`config.mk`:
```
export PLATFORM = sky130hd
export DESIGN_NAME = imem_loader
export DESIGN_NICKNAME = d
export VERILOG_FILES = /design/src/rtl/imem_loader_pkg.sv /design/src/rtl/imem_loader_ram.sv /design/src/rtl/imem_loader.sv
export SDC_FILE = /design/constraint.sdc
export NUM_CORES = 2
export LEC_CHECK = 0
export ABC_AREA = 1
export BUFFER_PORTS_ARGS = -buffer_cell sky130_fd_sc_hd__clkbuf_2
export CAP_MARGIN = 25
export CORE_UTILIZATION = 63
export CTS_BUF_LIST = sky130_fd_sc_hd__clkbuf_16
export DETAILED_ROUTE_END_ITERATION = 8
export PLACE_DENSITY_LB_ADDON = 0.15
export SYNTH_ARGS = -nofsm -noshare
export SYNTH_HDL_FRONTEND = slang
export SYNTH_SLANG_ARGS = --single-unit
```
`constraint.sdc`:
```
create_clock -name clock -period 5.1 [get_ports clock]
set_input_delay 0 -clock clock [delete_from_list [all_inputs] [get_ports clock]]
set_output_delay 0 -clock clock [all_outputs]
set_load 0.02 [all_outputs]
```
`src/rtl/imem_loader_pkg.sv`:
```
// Shared constants for the instruction-memory loader: core run/idle encoding
// and the loader FSM state encoding.
package imem_loader_pkg;

  localparam logic CORE_IDLE = 1'b0;
  localparam logic CORE_EXEC = 1'b1;

  typedef enum logic [2:0] {
    LD_IDLE    = 3'd0,
    LD_LOAD_HI = 3'd1,
    LD_LOAD_LO = 3'd2,
    LD_DONE    = 3'd3,
    LD_RUN     = 3'd4
  } ld_state_e;

  // The byte stream is open only while a word is being assembled.
  function automatic logic accepts_bytes(input ld_state_e s);
    return (s == LD_LOAD_HI) || (s == LD_LOAD_LO);
  endfunction

endpackage

```
`src/rtl/imem_loader_ram.sv`:
```
// Instruction RAM: one synchronous write port for the loader, one asynchronous
// read port for the fetch stage (old data is visible until the write edge).
module imem_ram #(
  parameter int ADDR_W = 8,
  parameter int DATA_W = 16
) (
  input  logic              clock,
  input  logic              we,
  input  logic [ADDR_W-1:0] waddr,
  input  logic [DATA_W-1:0] wdata,
  input  logic [ADDR_W-1:0] raddr,
  output logic [DATA_W-1:0] rdata
);

  localparam int DEPTH = 1 << ADDR_W;

  logic [DATA_W-1:0] mem [DEPTH];

  // NOTE: the array has no reset; a program must survive a reset, and a
  // reset port on the array would also stop it mapping onto RAM cells.
  always_ff @(posedge clock) begin
    if (we) mem[waddr] <= wdata;
  end

  assign rdata = mem[raddr];

endmodule

```
`src/rtl/imem_loader.sv`:
```
// Instruction memory with a byte-serial program loader; holds the core in reset
// while a program loads and releases it once the load completes.
module imem_loader
  import imem_loader_pkg::*;
#(
  parameter int ADDR_W  = 8,
  parameter int DATA_W  = 16,
  parameter bit AUTORUN = 1'b0
) (
  input  logic              clock,
  input  logic              reset,
  input  logic [ADDR_W-1:0] i_addr,
  output logic [DATA_W-1:0] i_datain,
  input  logic              ld_start,
  input  logic              ld_valid,
  input  logic [7:0]        ld_byte,
  input  logic              ld_last,
  output logic              ld_ready,
  output logic [ADDR_W:0]   ld_count,
  output logic              state,
  output logic              cpu_rst_n
);

  ld_state_e         fsm;
  logic [ADDR_W-1:0] wr_addr;
  logic [7:0]        hi_byte;
  logic              wr_en;
  logic              last_word;

  assign ld_ready = accepts_bytes(fsm);

  // A start pulse wins over a coincident byte, so that byte never reaches memory.
  assign wr_en     = (fsm == LD_LOAD_LO) && ld_valid && !ld_start;
  assign last_word = ld_last || (wr_addr == {ADDR_W{1'b1}});

  imem_ram #(
    .ADDR_W (ADDR_W),
    .DATA_W (DATA_W)
  ) u_ram (
    .clock (clock),
    .we    (wr_en),
    .waddr (wr_addr),
    .wdata (DATA_W'({hi_byte, ld_byte})),
    .raddr (i_addr),
    .rdata (i_datain)
  );

  // NOTE: all state here uses non-blocking assignments so every register
  // samples pre-edge values regardless of statement order.
  always_ff @(posedge clock or negedge reset) begin
    if (!reset) begin
      fsm       <= AUTORUN ? LD_RUN : LD_IDLE;
      wr_addr   <= '0;
      ld_count  <= '0;
      hi_byte   <= '0;
      state     <= AUTORUN ? CORE_EXEC : CORE_IDLE;
      cpu_rst_n <= AUTORUN;
    end else if (ld_start && fsm != LD_DONE) begin
      fsm       <= LD_LOAD_HI;
      wr_addr   <= '0;
      ld_count  <= '0;
      state     <= CORE_IDLE;
      cpu_rst_n <= 1'b0;
    end else begin
      case (fsm)
        LD_LOAD_HI: begin
          if (ld_valid) begin
            hi_byte <= ld_byte;
            fsm     <= LD_LOAD_LO;
          end
        end
        LD_LOAD_LO: begin
          if (ld_valid) begin
            wr_addr  <= wr_addr + 1'b1;
            ld_count <= ld_count + 1'b1;
            fsm      <= last_word ? LD_DONE : LD_LOAD_HI;
          end
        end
        LD_DONE: begin
          // Outputs follow the state being entered, so the core sees RUN glitch-free.
          fsm       <= LD_RUN;
          state     <= CORE_EXEC;
          cpu_rst_n <= 1'b1;
        end
        LD_IDLE, LD_RUN: ;
        default: begin
          fsm       <= LD_IDLE;
          state     <= CORE_IDLE;
          cpu_rst_n <= 1'b0;
        end
      endcase
    end
  end

endmodule

```
# Word level (Yosys, flattened, before mapping)
# Memory sizes are Yosys's and may differ from the RTL's.
# Index checks and enable logic that the tools add are counted.
[op_classes]
n_bitwise = 1
n_addsub = 2
n_mux = 15
n_reduce_logical = 14
n_eq_ne = 10
[ops]
columns = ["op", "count"]
rows = [
  ["2-to-1 mux 9 bit", 3],
  ["2-to-1 mux 8 bit", 3],
  ["one-hot mux 3 bit (4 select lines)", 1],
  ["adder 9 x 1 -> 9 bit (second input constant)", 1],
  ["2-to-1 mux 3 bit", 3],
  ["!= test 3 x 2 -> 1 bit (second input constant)", 3],
  ["adder 8 x 1 -> 8 bit (second input constant)", 1],
  ["== test 8 bit (second input constant)", 1],
  ["== test 3 x 2 -> 1 bit (second input constant)", 2],
  ["AND reduction 3 bit", 2],
  ["nonzero test 2 bit", 2],
  ["OR reduction 4 bit", 1],
  ["== test 3 x 1 -> 1 bit (second input constant)", 1],
  ["== test 3 bit (second input constant)", 1],
  ["logical AND 1 bit", 3],
  ["zero test 3 bit", 1],
  ["2-to-1 mux 1 bit", 3],
  ["logical OR 1 bit", 2],
  ["2-to-1 mux 2 bit", 1],
  ["!= test 2 x 1 -> 1 bit (second input constant)", 1],
  ["!= test 2 bit (second input constant)", 1],
  ["one-hot mux 1 bit (2 select lines)", 1],
  ["AND reduction 2 bit", 1],
  ["OR reduction 2 bit", 1],
  ["2 further kinds", 2],
]
[word_totals]
register_bits = 29
n_memories = 1
input_bits = 21
elab_cells = 48
out_inout_bits = 28
mem_bits_rw = 4096
[memory_table]
columns = ["name", "depth", "width", "rd", "rd_ports_with_merged_regs", "write_ports", "line", "source"]
rows = [
  ["u_ram.mem", 256, 16, 1, 0, 1, "imem_loader_ram.sv:17", "logic [DATA_W-1:0] mem [DEPTH];"],
]

# Longest topological paths before layout
[logic_depth]
depth_word = 6
ltp_mapped = 15

# Cells and area by module
# A second synthesis with hierarchy kept.
[unflattened]
hier_cells = 13814
area_unflattened_um2 = 166990.2
[modules_own_cells]
columns = ["mod", "area_per_inst_um2", "instances", "cells_each"]
rows = [
  ["imem_ram", 165386.1, 1, 13601],
  ["imem_loader", 1604.0, 1, 213],
]

# Worst setup path before layout
# OpenSTA, ideal clock, no wires.
[synth_path]
path_kind = "register to register"
startpoint = "reg hi_byte[2]"
endpoint = "mem u_ram.mem[0][10], data pin"
period_less_slack_ns = 3.982
stages_incl_launch_ff = 1
arrival_time_ns = 3.179
path_slack_ns = 1.118
t_required_ns = 4.297
path_cell_list = "dfrtp_1"
[synth_rtl]
columns = ["element", "line", "source"]
rows = [
  ["start, declared", "imem_loader.sv:26", "logic [7:0] hi_byte;"],
  ["start signal, assigned", "imem_loader.sv:68", "hi_byte <= ld_byte;"],
  ["end, declared", "imem_loader_ram.sv:17", ""],
]
# Straight into the memory's write port.

# Final worst setup path
[layout_path]
startpoint = "in i_addr[0]"
endpoint = "out i_datain[8]"
[layout_between]
elab_chain_cells = 1
[layout_rtl]
columns = ["element", "line", "source"]
rows = [
  ["start, declared", "imem_loader.sv:12", "input logic [ADDR_W-1:0] i_addr,"],
  ["memory read (256 x 16 bit)", "--", ""],
  ["end, declared", "imem_loader.sv:13", "output logic [DATA_W-1:0] i_datain,"],
]
# Every way passes these cells.

==> impl_results.md <==
- Result of the run: complete, no violations
- Met2 usage: a little over half
- Largest area contributor in the netlist: sky130_fd_sc_hd__edfxtp_1
- Cell Pwr Density: 414 mW/mm^2
- Via/cell ratio: roughly 6.3
- Number of synthesized register bits: between 4k and 5k
- Total count of max-transition violations in the final report: 0
- Path type of the worst setup path: in2out
- Maximum buffer depth of the clock tree: 4
- Max FO, Critical Path: 145
- Iteration count of the initial detailed-routing pass: 9
- Mean instance size in the synthesized netlist: 12.1 sq um
- Num ports: around 50
- Cell area after placement: about 0.17 sq mm
- Number of library cell types mapped by synthesis: 30
- Ys Warns: 0
- Cell count after synthesis: roughly 14k
- Max IR drop VDD: ~0.37 mV
- Overall global routing resource usage: around a third
- Num rows: 188
- Worst-Margin Slew: between 1 and 1.5 ns
- Nature of the critical path startpoint: input pin
- Post-layout minimum cycle time: 3.93 ns
- Sequential fraction of the synthesis area: 74.3%
- Setup repair after global routing missed its margin: false
- Number of cells in the finished layout apart from fillers: 17.6k
- Area grow syn2layout: 10.6%
- Commonest cells after routing, fill and taps aside: sky130_fd_sc_hd__nand2_1, sky130_fd_sc_hd__edfxtp_1, sky130_fd_sc_hd__nand3_1
- Vias in the first global route: about 100k
- Maximum number of pins on one net before global-route repair: approximately 180
- Number of cells in the design after placement: roughly 17k
- GR met3 Demand/Resource: under 10%
- Core area: between 0.2 and 0.3 sq mm
- DP Wirelength: ~250,000 um
- Clock tree from TritonCTS: done
- Starting density of the core: 63.4%
- Initial antenna violation count: 9
- Maximum clock skew at final layout: between 0.04 and 0.05 ns
- Setup TNS: 0 ns
- Share of synthesized registers carrying an async set or reset: less than 1%
- Top post-synthesis cells by area: sky130_fd_sc_hd__edfxtp_1, sky130_fd_sc_hd__nand3_1, sky130_fd_sc_hd__nand2_1
- Slowest Stage Delay on Critical Path: approximately 0.67 ns
- Highest achievable clock rate: roughly 0.25 GHz
- Data arrival time of the worst path: 3.93 ns
- Type of element capturing the critical path: output pin
- Overall overflow remaining after global route: 0
- Root Buffer Master: sky130_fd_sc_hd__clkbuf_16
- Number of nets in the final layout: around 14k
- Most used routing layer: met2
- Maximum capacitance violations: 0
- Total power: between 70 and 80 mW
- Clock-pin transition on the worst setup and hold timing paths: approximately 0.060 ns
- Antenna-violating nets left: 0
- Per-cell routed wire length: 25.7 um
- Total vias in the final route: ~110k
- Die boundary width: roughly 520 um
- Normalized max-slew margin: about a fifth
- Number of buffers created by CTS: a little over 400
- Post-synth EDFFs: between 4k and 5k
- Number of fillers in the final layout: about 18k
- Data required time at the worst endpoint: slightly above 5 ns
- Clock Latency Late Sink: 0.97 ns
- Die area: about 0.27 sq mm
- Final worst hold slack: ~0.045 ns
- Setup violations, final: 0
- H-Tree Depth: 5
- Critical path's slowest cell: sky130_fd_sc_hd__inv_16
- DRC violation count after routing: 0
- Hold violation total from the final report: 0
- Lkg Pwr: about 65 nW
- Total standard cell area after synthesis: roughly 0.17 sq mm
- Path type of the worst min-delay path: in2reg
- Total wirelength of the detailed-routed design: about 450,000 um
- Final clock period utilization by the worst path: 77.0%
- M1 GR Usage: between 40% and 50%
- Share of post-route cells with drive strength above 1: approximately 8%
- Nets in the synthesized netlist: 13.7k
- Quantity of gates resized following cts: 0
- Y dimension of the die: around 520 um
- Chain of cells forming the critical path: buf_12, inv_16, buf_12, buf_4, nand2_1, nand3_1, nand3_1, nand3_1, nand3_1, nand3_1, nand3_1, nand2_1, nand2_1, nand2_1, clkbuf_2
- Cell repeated most along the worst path: sky130_fd_sc_hd__nand3_1
- Routability Congestion: 0.929
- Area of all placed cells without fillers: 0.184 sq mm
- Wire length of the first global-routing pass: between 600,000 and 700,000 um
- Top-area cell type share of the netlist area: between 70% and 80%
- Quantity of I/O buffers inserted on ports: 48
- Clock tree sinks: 4,125
- First DRT Iteration DRCs: between 15k and 20k
- Most used flip-flop cell after synthesis: sky130_fd_sc_hd__edfxtp_1
- Leading cell type in the layout, fill and taps excluded: sky130_fd_sc_hd__nand2_1
critical path: cells and delay by family:
kind          cells  cell delay [ns]
buf+inv           5             1.96
simple gates     10             1.71
cell families after synthesis:
logic type               after synthesis  share of synthesized area (%)
multiplexers                           8                         0.0541
XOR/XNOR                               1                        0.00526
AO/OA/AOI/OAI                         27                         0.0887
flip-flops                          4125                           74.3
buffers and inverters                979                           3.10
AND/OR/NAND/NOR                     8563                           22.4
adder cells (fa/ha/maj)                5                         0.0376
registers in the layout, summed over array words and instances, names as in the netlist:
name	cells
u_ram.mem	4096
ld_count	9
hi_byte	8
wr_addr	8
fsm	3
cpu_rst_n	1
Yosys cell counts, drive strengths merged, types with 2 or more instances:
master	number
a21oi	9
a31oi	2
buf	794
clkbuf	143
dfrtp	29
edfxtp	4096
ha	5
inv	42
mux2	8
nand2	4226
nand3	4039
nor2	286
nor3	7
nor4	3
o21ai	13
report_power, final:
| group | switching, mW | total (mW) | internal [mW] |
|---|---|---|---|
| Combinational | 5.44 | 6.63 | 1.19 |
| Clock | 12.7 | 29.1 | 16.4 |
| Sequential | 0.667 | 40.6 | 39.9 |
per-layer routing:
metal | share of wire (%) | up-vias
met4 | 5.2 | 2
met1 | 37 | 53500
li1 | - | 48900
met2 | 46 | 7018
met3 | 11 | 971
met5 | 0.0027 | -
path summary, 6_finish.rpt:
kind / end / from / slack (ns) / depth (start not counted)
min in group asynchronous: cpu_rst_n$_DFFE_PN0P_ / reset / 0.12 / 4
max in group asynchronous: hi_byte[1]$_DFFE_PN0P_ / reset / 4.77 / 4
max: i_datain[8] / i_addr[0] / 1.17 / 15
max reg2reg: u_ram.mem[230][5]$_DFFE_PP_ / fsm[0]$_DFFE_PN0P_ / 1.47 / 9
min: u_ram.mem[52][5]$_DFFE_PP_ / ld_byte[5] / 0.05 / 2
min reg2reg: ld_count[7]$_DFFE_PN0P_ / ld_count[7]$_DFFE_PN0P_ / 0.50 / 1
metrics by stage:
step | util [%] | worst slack (ns)
after floorplan | - | 1.12
after global placement | 65.0 | 1.39
after detailed placement | 65.1 | 1.36
after CTS | 70.1 | 1.34
after global routing | 70.1 | 1.21
final | 70.1 | 1.17
timing repair:
action                                  CTS  global route
buffers inserted                          0             0
endpoints found under the hold margin  1338             0
hold buffers                             15             0
cell type report:
| class | count | area, sq um | share of cell area (%) |
|---|---|---|---|
| Timing Repair Buffer | 538 | 5170 | 2.81 |
| Multi-Input combinational cell | 8604 | 37600 | 20.4 |
| Clock buffer | 408 | 10200 | 5.55 |
| Tap cell | 3515 | 4400 | 2.39 |
| Clock inverter | 324 | 2710 | 1.47 |
| Inverter | 42 | 208 | 0.113 |
| Antenna cell | 8 | 20.0 | 0.0109 |
| Sequential cell | 4125 | 124000 | 67.2 |
(Power assumes the default switching activity.)
